`src/rtl/mem_exec_unit.sv`:
```
// mem_exec_unit: single-op load/store execute stage with dmem handshake and CDB broadcast
module mem_exec_unit #(
  parameter int PHYS_IDX_W = 6,
  parameter int ROB_IDX_W  = 5
) (
  input  logic                  clk,
  input  logic                  rst,
  input  logic                  flush,
  input  logic                  issue_valid,
  output logic                  issue_ready,
  input  logic [6:0]            issue_opcode,
  input  logic [2:0]            issue_funct3,
  input  logic [31:0]           issue_rs1_data,
  input  logic [31:0]           issue_rs2_data,
  input  logic [31:0]           issue_imm,
  input  logic [PHYS_IDX_W-1:0] issue_phys_rd,
  input  logic [ROB_IDX_W-1:0]  issue_rob_idx,
  output logic [31:0]           dmem_addr,
  output logic [3:0]            dmem_rmask,
  output logic [3:0]            dmem_wmask,
  output logic [31:0]           dmem_wdata,
  input  logic [31:0]           dmem_rdata,
  input  logic                  dmem_resp,
  output logic                  cdb_valid,
  output logic [PHYS_IDX_W-1:0] cdb_phys_rd,
  output logic [ROB_IDX_W-1:0]  cdb_rob_idx,
  output logic [31:0]           cdb_data,
  output logic                  cdb_is_store,
  output logic                  cdb_misalign
);
  typedef enum logic [2:0] {IDLE, REQ, WAIT, DRAIN, DONE} state_t;
  state_t state, state_nxt;
  logic [31:0] ea, ea_q, wdata_q, data_q, lane, ext;
  logic [2:0] f3_q;
  logic st_q, mis_q, bad_f3, mis, accept;
  logic [3:0] mask;
  logic [PHYS_IDX_W-1:0] prd_q;
  logic [ROB_IDX_W-1:0] rob_q;
  assign ea = issue_rs1_data + issue_imm;
  assign bad_f3 = issue_funct3 == 3'b011 || issue_funct3 == 3'b110 || issue_funct3 == 3'b111;
  assign mis = bad_f3 || (issue_funct3[1:0] == 2'b01 && ea[0]) || (issue_funct3[1:0] == 2'b10 && ea[1:0] != 2'b00);
  assign accept = state == IDLE && issue_valid && !flush;
  assign mask = f3_q[1:0] == 2'b00 ? 4'b0001 << ea_q[1:0] :
                f3_q[1:0] == 2'b01 ? 4'b0011 << ea_q[1:0] : 4'b1111;
  assign lane = dmem_rdata >> {ea_q[1:0], 3'b000};
  assign ext = f3_q == 3'b000 ? {{24{lane[7]}}, lane[7:0]} :
               f3_q == 3'b001 ? {{16{lane[15]}}, lane[15:0]} :
               f3_q == 3'b100 ? {24'd0, lane[7:0]} :
               f3_q == 3'b101 ? {16'd0, lane[15:0]} : dmem_rdata;
  // state register
  always_ff @(posedge clk or posedge rst)
    if (rst) state <= IDLE;
    else state <= state_nxt;
  // next-state: flush squashes the op; a response already in flight is drained first
  always_comb begin
    state_nxt = state;
    case (state)
      IDLE:    state_nxt = accept ? (mis ? DONE : REQ) : IDLE;
      REQ:     state_nxt = flush ? IDLE : WAIT;
      WAIT:    state_nxt = dmem_resp ? (flush ? IDLE : DONE) : (flush ? DRAIN : WAIT);
      DRAIN:   state_nxt = dmem_resp ? IDLE : DRAIN;
      DONE:    state_nxt = IDLE;
      default: state_nxt = IDLE;
    endcase
  end
  // op fields latched at accept; load result captured on the memory response
  always_ff @(posedge clk or posedge rst)
    if (rst) begin
      ea_q <= '0;
      wdata_q <= '0;
      data_q <= '0;
      f3_q <= '0;
      st_q <= 1'b0;
      mis_q <= 1'b0;
      prd_q <= '0;
      rob_q <= '0;
    end else if (accept) begin
      ea_q <= ea;
      wdata_q <= issue_rs2_data << {ea[1:0], 3'b000};
      data_q <= '0;
      f3_q <= issue_funct3;
      st_q <= issue_opcode == 7'b0100011;
      mis_q <= mis;
      prd_q <= issue_phys_rd;
      rob_q <= issue_rob_idx;
    end else if (state == WAIT && dmem_resp && !flush && !st_q) data_q <= ext;
  assign issue_ready = state == IDLE;
  assign dmem_addr = state == REQ || state == WAIT ? {ea_q[31:2], 2'b00} : '0;
  assign dmem_wdata = (state == REQ || state == WAIT) && st_q ? wdata_q : '0;
  assign dmem_rmask = state == REQ && !flush && !st_q ? mask : 4'b0000;
  assign dmem_wmask = state == REQ && !flush && st_q ? mask : 4'b0000;
  assign cdb_valid = state == DONE && !flush;
  assign cdb_phys_rd = cdb_valid && !st_q ? prd_q : '0;
  assign cdb_rob_idx = cdb_valid ? rob_q : '0;
  assign cdb_data = cdb_valid ? data_q : '0;
  assign cdb_is_store = cdb_valid && st_q;
  assign cdb_misalign = cdb_valid && mis_q;
endmodule

```
`config.mk`:
```
export PLATFORM = sky130hd
export DESIGN_NAME = mem_exec_unit
export DESIGN_NICKNAME = d
export VERILOG_FILES = /design/src/rtl/mem_exec_unit.sv
export SDC_FILE = /design/constraint.sdc
export NUM_CORES = 1
export LEC_CHECK = 0
export ABC_AREA = 1
export CORE_UTILIZATION = 52
export DETAILED_ROUTE_END_ITERATION = 8
export GPL_ROUTABILITY_DRIVEN = 0
export MAX_ROUTING_LAYER = met4
export PLACE_DENSITY = 0.87
export SYNTH_ARGS = -nofsm -noshare
export SYNTH_HDL_FRONTEND = slang
export SYNTH_SLANG_ARGS = --single-unit
```
`constraint.sdc`:
```
create_clock -name clk -period 5.7 [get_ports clk]
set_input_delay 1.14 -clock clk [delete_from_list [all_inputs] [get_ports clk]]
set_output_delay 1.14 -clock clk [all_outputs]
set_load 0.1 [all_outputs]
```
==> results of run 1 <==
==> per-layer routing <==
| metal | track usage | vias up | share of wire |
|---|---|---|---|
| li1 | - | 4787 | - |
| met1 | 0.393 | 4500 | 0.40 |
| met2 | 0.534 | 573 | 0.47 |
| met3 | 0.0498 | 104 | 0.084 |
| met4 | 0.184 | 0 | 0.048 |
| met5 | - | - | 0 |
==> path summary, 6_finish.rpt <==
kind                                           to  slack (ps)  cells after the start
min in group asynchronous  wdata_q[1]$_DFFE_PP0N_        1080                      2
min reg2reg                  ea_q[30]$_DFFE_PP0N_         480                      2
max in group asynchronous  wdata_q[6]$_DFFE_PP0N_        3680                      3
max reg2reg                data_q[28]$_DFFE_PP0P_        3460                      8
min                          ea_q[30]$_DFFE_PP0N_         480                      2
max                                dmem_wdata[28]        1090                      6
==> cell families (layout without fill, tap and decap cells) <==
family / after synthesis / count (layout) / share of synthesized area
compound gates: 245 / 245 / 0.176
xor+xnor: 6 / 6 / 0.00584
fa+ha+maj: 36 / 36 / 0.0509
buf+inv: 336 / 592 / 0.153
flops: 115 / 115 / 0.320
mux: 2 / 2 / 0.00223
other cells: 1 / 2 / 0.000417
simple gates: 642 / 642 / 0.292
==> placed cells by master (no fill, tap or decap), drive strengths merged <==
cell           netlist  final
xor2                 1      1
nand3               53     53
o31ai               16     16
fa                   1      1
bufinv               0      1
o21bai               4      4
o211ai               9      9
inv                282    283
a22oi                2      2
clkdlybuf4s50        0    216
conb                 1      2
or2                 12     12
o22ai               14     14
nor4                 1      1
o21a                 1      1
clkinv               1      6
nor3                 6      6
dfrtp              115    115
nand2              389    389
a21o                 1      1
buf                 33     61
nand4                2      2
ha                  35     35
o41ai                1      1
a21oi               72     72
xnor2                5      5
nand3b               3      3
clkinvlp             0      4
o221ai              23     23
nor2               176    176
o21ai              102    102
clkbuf              20     21
mux2i                2      2
==> layout make-up <==
class                   count  share of cell area
repair buffers            277               0.234
clock buffers              21              0.0370
flip-flops and latches    115               0.231
well taps                 220              0.0221
inverters                 283              0.0864
clock inverters            11             0.00844
multi-input cells         933               0.381
==> metrics by stage <==
| stage | instances | cell area (um2) |
|---|---|---|
| final | 1860 | 12400 |
| after global routing | 1860 | 12400 |
| after CTS | 1860 | 12400 |
| after detailed placement | 1828 | 11900 |
| after global placement | 1828 | 11900 |
| after floorplan | 1384 | 9000 |
==> state kept, by name (all words and copies together), names as in the netlist <==
signal / cells
data_q: 32
ea_q: 32
f3_q: 3
mis_q: 1
prd_q: 6
rob_q: 5
st_q: 1
state: 3
wdata_q: 32
==> worst min-delay path: cells and delay by family, from the launching register on <==
family | cells | cell delay [ps]
flops | 1 | 340
simple gates | 2 | 100
==> where the power goes <==
part / switching [uW] / internal [uW] / total [uW]
sequential: 107 / 996 / 1100
combinational: 906 / 464 / 1370
clock: 394 / 623 / 1020
==> impl_metrics.csv, run 1 <==
group,metric,value,unit
logic_synthesis,synth_edf_count,0,
setup_path,worstSetupStartpoint,"state[2]$_DFF_PP0_",
cells_and_area,layout-drive-gt1-share,0.0988,
setup_path,cp-end-kind,"primary output",
global_routing,grt_pass1_vias,9275,
global_routing,grt_max_degree,97,
global_routing,grt_pass1_wl,45100,um
timing,setup_tns,0,ps
logic_synthesis,ys_ff_latch,115,
setup_path,worstPathArrival,3470,ps
logic_synthesis,synth_top_cell_area_share,0.320,
setup_path,crit_type,"reg2out",
cells_and_area,register_area,0.00288,mm2
timing,finalCritPeriodShare,0.809,
clocking,cts.clk_slew.worst_paths,60,ps
timing,hold_ws,479,ps
logic_synthesis,yosysWarnings,0,
setup_path,path_max_fanout,32,
placed_design,dp_hpwl,21300,um
route,first_pass_iters,7,
global_routing,antenna_found_initial,0,
clocking,cts_buffers,17,
setup_path,worst-path-buf-inv,1,
cells_and_area,syn_to_final_growth,38.3,%
pwr,power_density,280,mW/mm2
route,ant_nets,0,
setup_path,start_kind,"flop",
timing,rsz0062_at_grt,"no",
logic_synthesis,ys_top_cells_by_count,"nand2_1 (380), inv_1 (272), nor2_1 (171), dfrtp_1 (115), o21ai_0 (62)",
logic_synthesis,synth_area,0.00900,mm2
clocking,post-cts-setup-buffers,0,
timing,max_freq,0.217,GHz
floorplanning,die_y,134,um
cells_and_area,final_core_util,0.743,
cells_and_area,num-nets-final,1817,
pwr,irDropWorstVdd,0.223,mV
timing,relSlewSlack,0.268,
clocking,cts-root-buf,"clkbuf_16",
logic_synthesis,syn_inst,1383,
timing,worstMarginPinSlew,1090,ps
setup_path,critPathMaxStageDelay,1190,ps
logic_synthesis,ys_seq_area_frac,0.320,
hold_path,hold_start,"ea_q[30]$_DFFE_PP0N_",
floorplanning,coreArea,0.0168,mm2
logic_synthesis,synth_ff_type,"dfrtp_1",
setup_path,rr_startpoint,"state[0]$_DFF_PP0_",
timing,finalHoldViolations,0,
logic_synthesis,synth_top_cell_by_area,"dfrtp_1",
logic_synthesis,synthDistinctLibCells,49,
hold_path,hold_path_class,"reg2reg",
floorplanning,dieArea,0.0178,mm2
logic_synthesis,async_flop_share,1.00,
clocking,cts_sinks,115,
placed_design,port_buffers,270,
setup_path,worstPathCellList,"nor2_1, nand2_1, nand2_1, nand2_1, nor2_1, clkdlybuf4s50_1",
pwr,p_leak,0.00617,uW
cells_and_area,diodes,0,
clocking,cts_hold_buf,0,
timing,finalClockSkew,10.1,ps
route,viasPerCell,5.36,
clocking,htreeDepth,4,
timing,layout_setup_ws,1090,ps
timing,finalSetupViolations,0,
logic_synthesis,avgSynthCellArea,6.51,um2
route,vias,9964,
pwr,power,3490,uW
timing,slew_violations,0,
clocking,clock_latency,420,ps
cells_and_area,multi_input_area,0.00474,mm2
setup_path,path_common_cell,"nand2_1",
clocking,cts_resized,0,
floorplanning,num_rows,47,
route,route.detailed.drc,0,
clocking,cts_tree,"done",
global_routing,grt_util_all_layers,0.329,
setup_path,slowest_stage,"clkdlybuf4s50_1",
setup_path,worstPathRequired,4560,ps
route,post_drt_wl_per_cell,15.2,um
flow_run,cap_violations,0,
floorplanning,initial_core_util,0.537,
run_status,outcome,"completed",
cells_and_area,filler_cell_count,1295,
route,dr.first_iter.drc_count,853,
route,wl,28300,um
floorplanning,die_w,134,um
floorplanning,boundaryPins,273,
logic_synthesis,synth.most_common_cell,"nand2_1",
timing,period_needed,4610,ps
clocking,clock_path_buffers,2,
setup_path,cp_top_family,"simple AND/OR/NAND/NOR gates",
logic_synthesis,synth_area_leaders,"dfrtp_1 (32%), nand2_1 (16%), inv_1 (11%)",
global_routing,gr-total-overflow,0,
placed_design,dp_slack,1140,ps
Power figures use the tool's default switching activity.
==> run 2, diff against run 1 <==
--- a/config.mk
+++ b/config.mk
@@ -6,11 +6,11 @@
 export NUM_CORES = 1
 export LEC_CHECK = 0
 export ABC_AREA = 1
-export CORE_UTILIZATION = 52
+export CORE_UTILIZATION = 44
 export DETAILED_ROUTE_END_ITERATION = 8
 export GPL_ROUTABILITY_DRIVEN = 0
 export MAX_ROUTING_LAYER = met4
-export PLACE_DENSITY = 0.87
+export PLACE_DENSITY = 0.79
 export SYNTH_ARGS = -nofsm -noshare
 export SYNTH_HDL_FRONTEND = slang
 export SYNTH_SLANG_ARGS = --single-unit
==> constraint.sdc (replaced) <==
create_clock -name clk -period 4.1 [get_ports clk]
set_input_delay 0.82 -clock clk [delete_from_list [all_inputs] [get_ports clk]]
set_output_delay 0.82 -clock clk [all_outputs]
set_load 0.1 [all_outputs]
==> impl_metrics.csv, run 2 (same netlist as run 1, synthesis figures left out) <==
group,metric,value,unit
route,post_drt_wl_per_cell,15.0,um
timing,finalSetupViolations,0,
clocking,clock_latency,420,ps
placed_design,dp_hpwl,22100,um
cells_and_area,final_cell_mix,"nand2_1 (380), inv_1 (271), nor2_1 (171), clkdlybuf4s50_1 (154), dfrtp_1 (115)",
placed_design,placed_area,0.0121,mm2
flow_run,cap_violations,0,
global_routing,grt_util_all_layers,0.282,
timing,max_freq,0.299,GHz
setup_path,worstPathCellList,"clkdlybuf4s50_1, or2_1, inv_2, nand3_1, inv_1, nand2_1, nor2_1, buf_12",
setup_path,start_kind,"input pin",
setup_path,slowest_stage,"clkdlybuf4s50_1",
clocking,clock_path_buffers,2,
route,first_pass_iters,6,
pwr,p_leak,0.00642,uW
clocking,post-cts-setup-buffers,0,
route,route.detailed.drc,0,
floorplanning,num_rows,51,
route,vias,9743,
clocking,htreeDepth,4,
pwr,irDropWorstVdd,0.265,mV
cells_and_area,layout-drive-gt1-share,0.138,
run_status,outcome,"completed",
cells_and_area,reg_top3,"data_q (32), ea_q (32), wdata_q (32)",
global_routing,globalRoute.busiestLayer,"met2",
floorplanning,die_y,145,um
route,ant_nets,0,
timing,rsz0062_at_grt,"no",
clocking,cts_sinks,115,
floorplanning,boundaryPins,273,
timing,relSlewSlack,0.271,
setup_path,worst-path-buf-inv,4,
route,wl,28600,um
setup_path,crit_type,"in2out",
placed_design,port_buffers,270,
cells_and_area,diodes,0,
clocking,cts_buffers,17,
pwr,power,5050,uW
floorplanning,coreArea,0.0198,mm2
placed_design,dp_slack,754,ps
setup_path,critPathMaxStageDelay,490,ps
timing,period_needed,3340,ps
global_routing,grt_max_degree,76,
route,viasPerCell,5.11,
clocking,cts-root-buf,"clkbuf_16",
route,dr.first_iter.drc_count,770,
timing,slew_violations,0,
timing,finalHoldViolations,0,
setup_path,path_max_fanout,6,
cells_and_area,syn_to_final_growth,41.7,%
global_routing,grt_pass1_wl,46000,um
floorplanning,die_w,145,um
timing,layout_setup_ws,757,ps
floorplanning,initial_core_util,0.455,
setup_path,worstPathArrival,2520,ps
setup_path,cp-end-kind,"primary output",
hold_path,hold_path_class,"reg2reg",
timing,setup_tns,0,ps
clocking,cts_resized,0,
cells_and_area,final_common_cell,"nand2_1",
global_routing,gr-total-overflow,0,
timing,worstMarginPinSlew,1090,ps
setup_path,cp_top_family,"buffers and inverters",
setup_path,worstPathRequired,3280,ps
timing,finalClockSkew,5.94,ps
clocking,cts_tree,"done",
global_routing,antenna_found_initial,0,
global_routing,grtUsageMet2,0.459,
cells_and_area,final_core_util,0.645,
floorplanning,dieArea,0.0210,mm2
clocking,cts_hold_buf,0,
clocking,cts.clk_slew.worst_paths,60,ps
pwr,power_density,396,mW/mm2
cells_and_area,fin_area,0.0128,mm2
timing,finalCritPeriodShare,0.815,
global_routing,grtUsageMet1,0.341,
cells_and_area,num-nets-final,1819,
global_routing,use_met3,0.0516,
global_routing,grt_pass1_vias,9209,
[run 2: cell count changes in the layout (fill, tap and decap cells not counted)]
cell             previous run  this run
buf_12                     23        48
clkbuf_8                    2         3
inv_6                       1         2
bufinv_16                   1         4
clkinv_2                    2         1
clkinv_4                    4         3
clkbuf_1                    2         0
clkdlybuf4s50_1           216       154
clkinvlp_4                  4         2
buf_4                      38        77
[run 2: power by group]
| group | switching [uW] | total (uW) | internal (uW) |
|---|---|---|---|
| sequential | 147 | 1530 | 1380 |
| combinational | 1250 | 1900 | 647 |
| clock | 558 | 1620 | 1070 |
[run 2: path summary, 6_finish.rpt]
kind	startpoint	end	slack, ps	cells after the start
worst min register to register	ea_q[21]$_DFFE_PP0N_	ea_q[21]$_DFFE_PP0N_	480	2
worst min-delay path	ea_q[21]$_DFFE_PP0N_	ea_q[21]$_DFFE_PP0N_	480	2
min in group asynchronous	rst	wdata_q[17]$_DFFE_PP0N_	800	2
max in group asynchronous	rst	ea_q[5]$_DFFE_PP0N_	2500	3
worst max-delay path	flush	cdb_phys_rd[2]	760	8
worst max register to register	state[0]$_DFF_PP0_	wdata_q[29]$_DFFE_PP0N_	1680	6
[run 2: worst register-to-register path: cells and delay by family (launching register included)]
family,cells,cell delay (ps)
buffers and inverters,2,640
and+or+nand+nor,3,980
DFF,1,400
AOI/OAI and AO/OA,1,290
[run 2: final cells by class]
class / instances / area (um2)
Clock buffer: 20 / 467
Clock inverter: 11 / 175
Fill cell: 1677 / 7030
Inverter: 283 / 1070
Multi-Input combinational cell: 933 / 4740
Sequential cell: 115 / 2880
Tap cell: 265 / 332
Timing Repair Buffer: 279 / 3080
[run 2: metrics by stage]
step           cells  hold slack [ps]
3_3_place_gp    1875              464
5_1_grt         1906              498
3_5_place_dp    1875              467
6_report        1906              480
4_1_cts         1906              481
2_1_floorplan   1384              449
[run 2: routing by layer]
layer | vias up | wire length [um]
met3 | 71 | 2030
li1 | 4789 | -
met2 | 448 | 13800
met4 | 0 | 1070
met1 | 4435 | 11700
met5 | - | 0
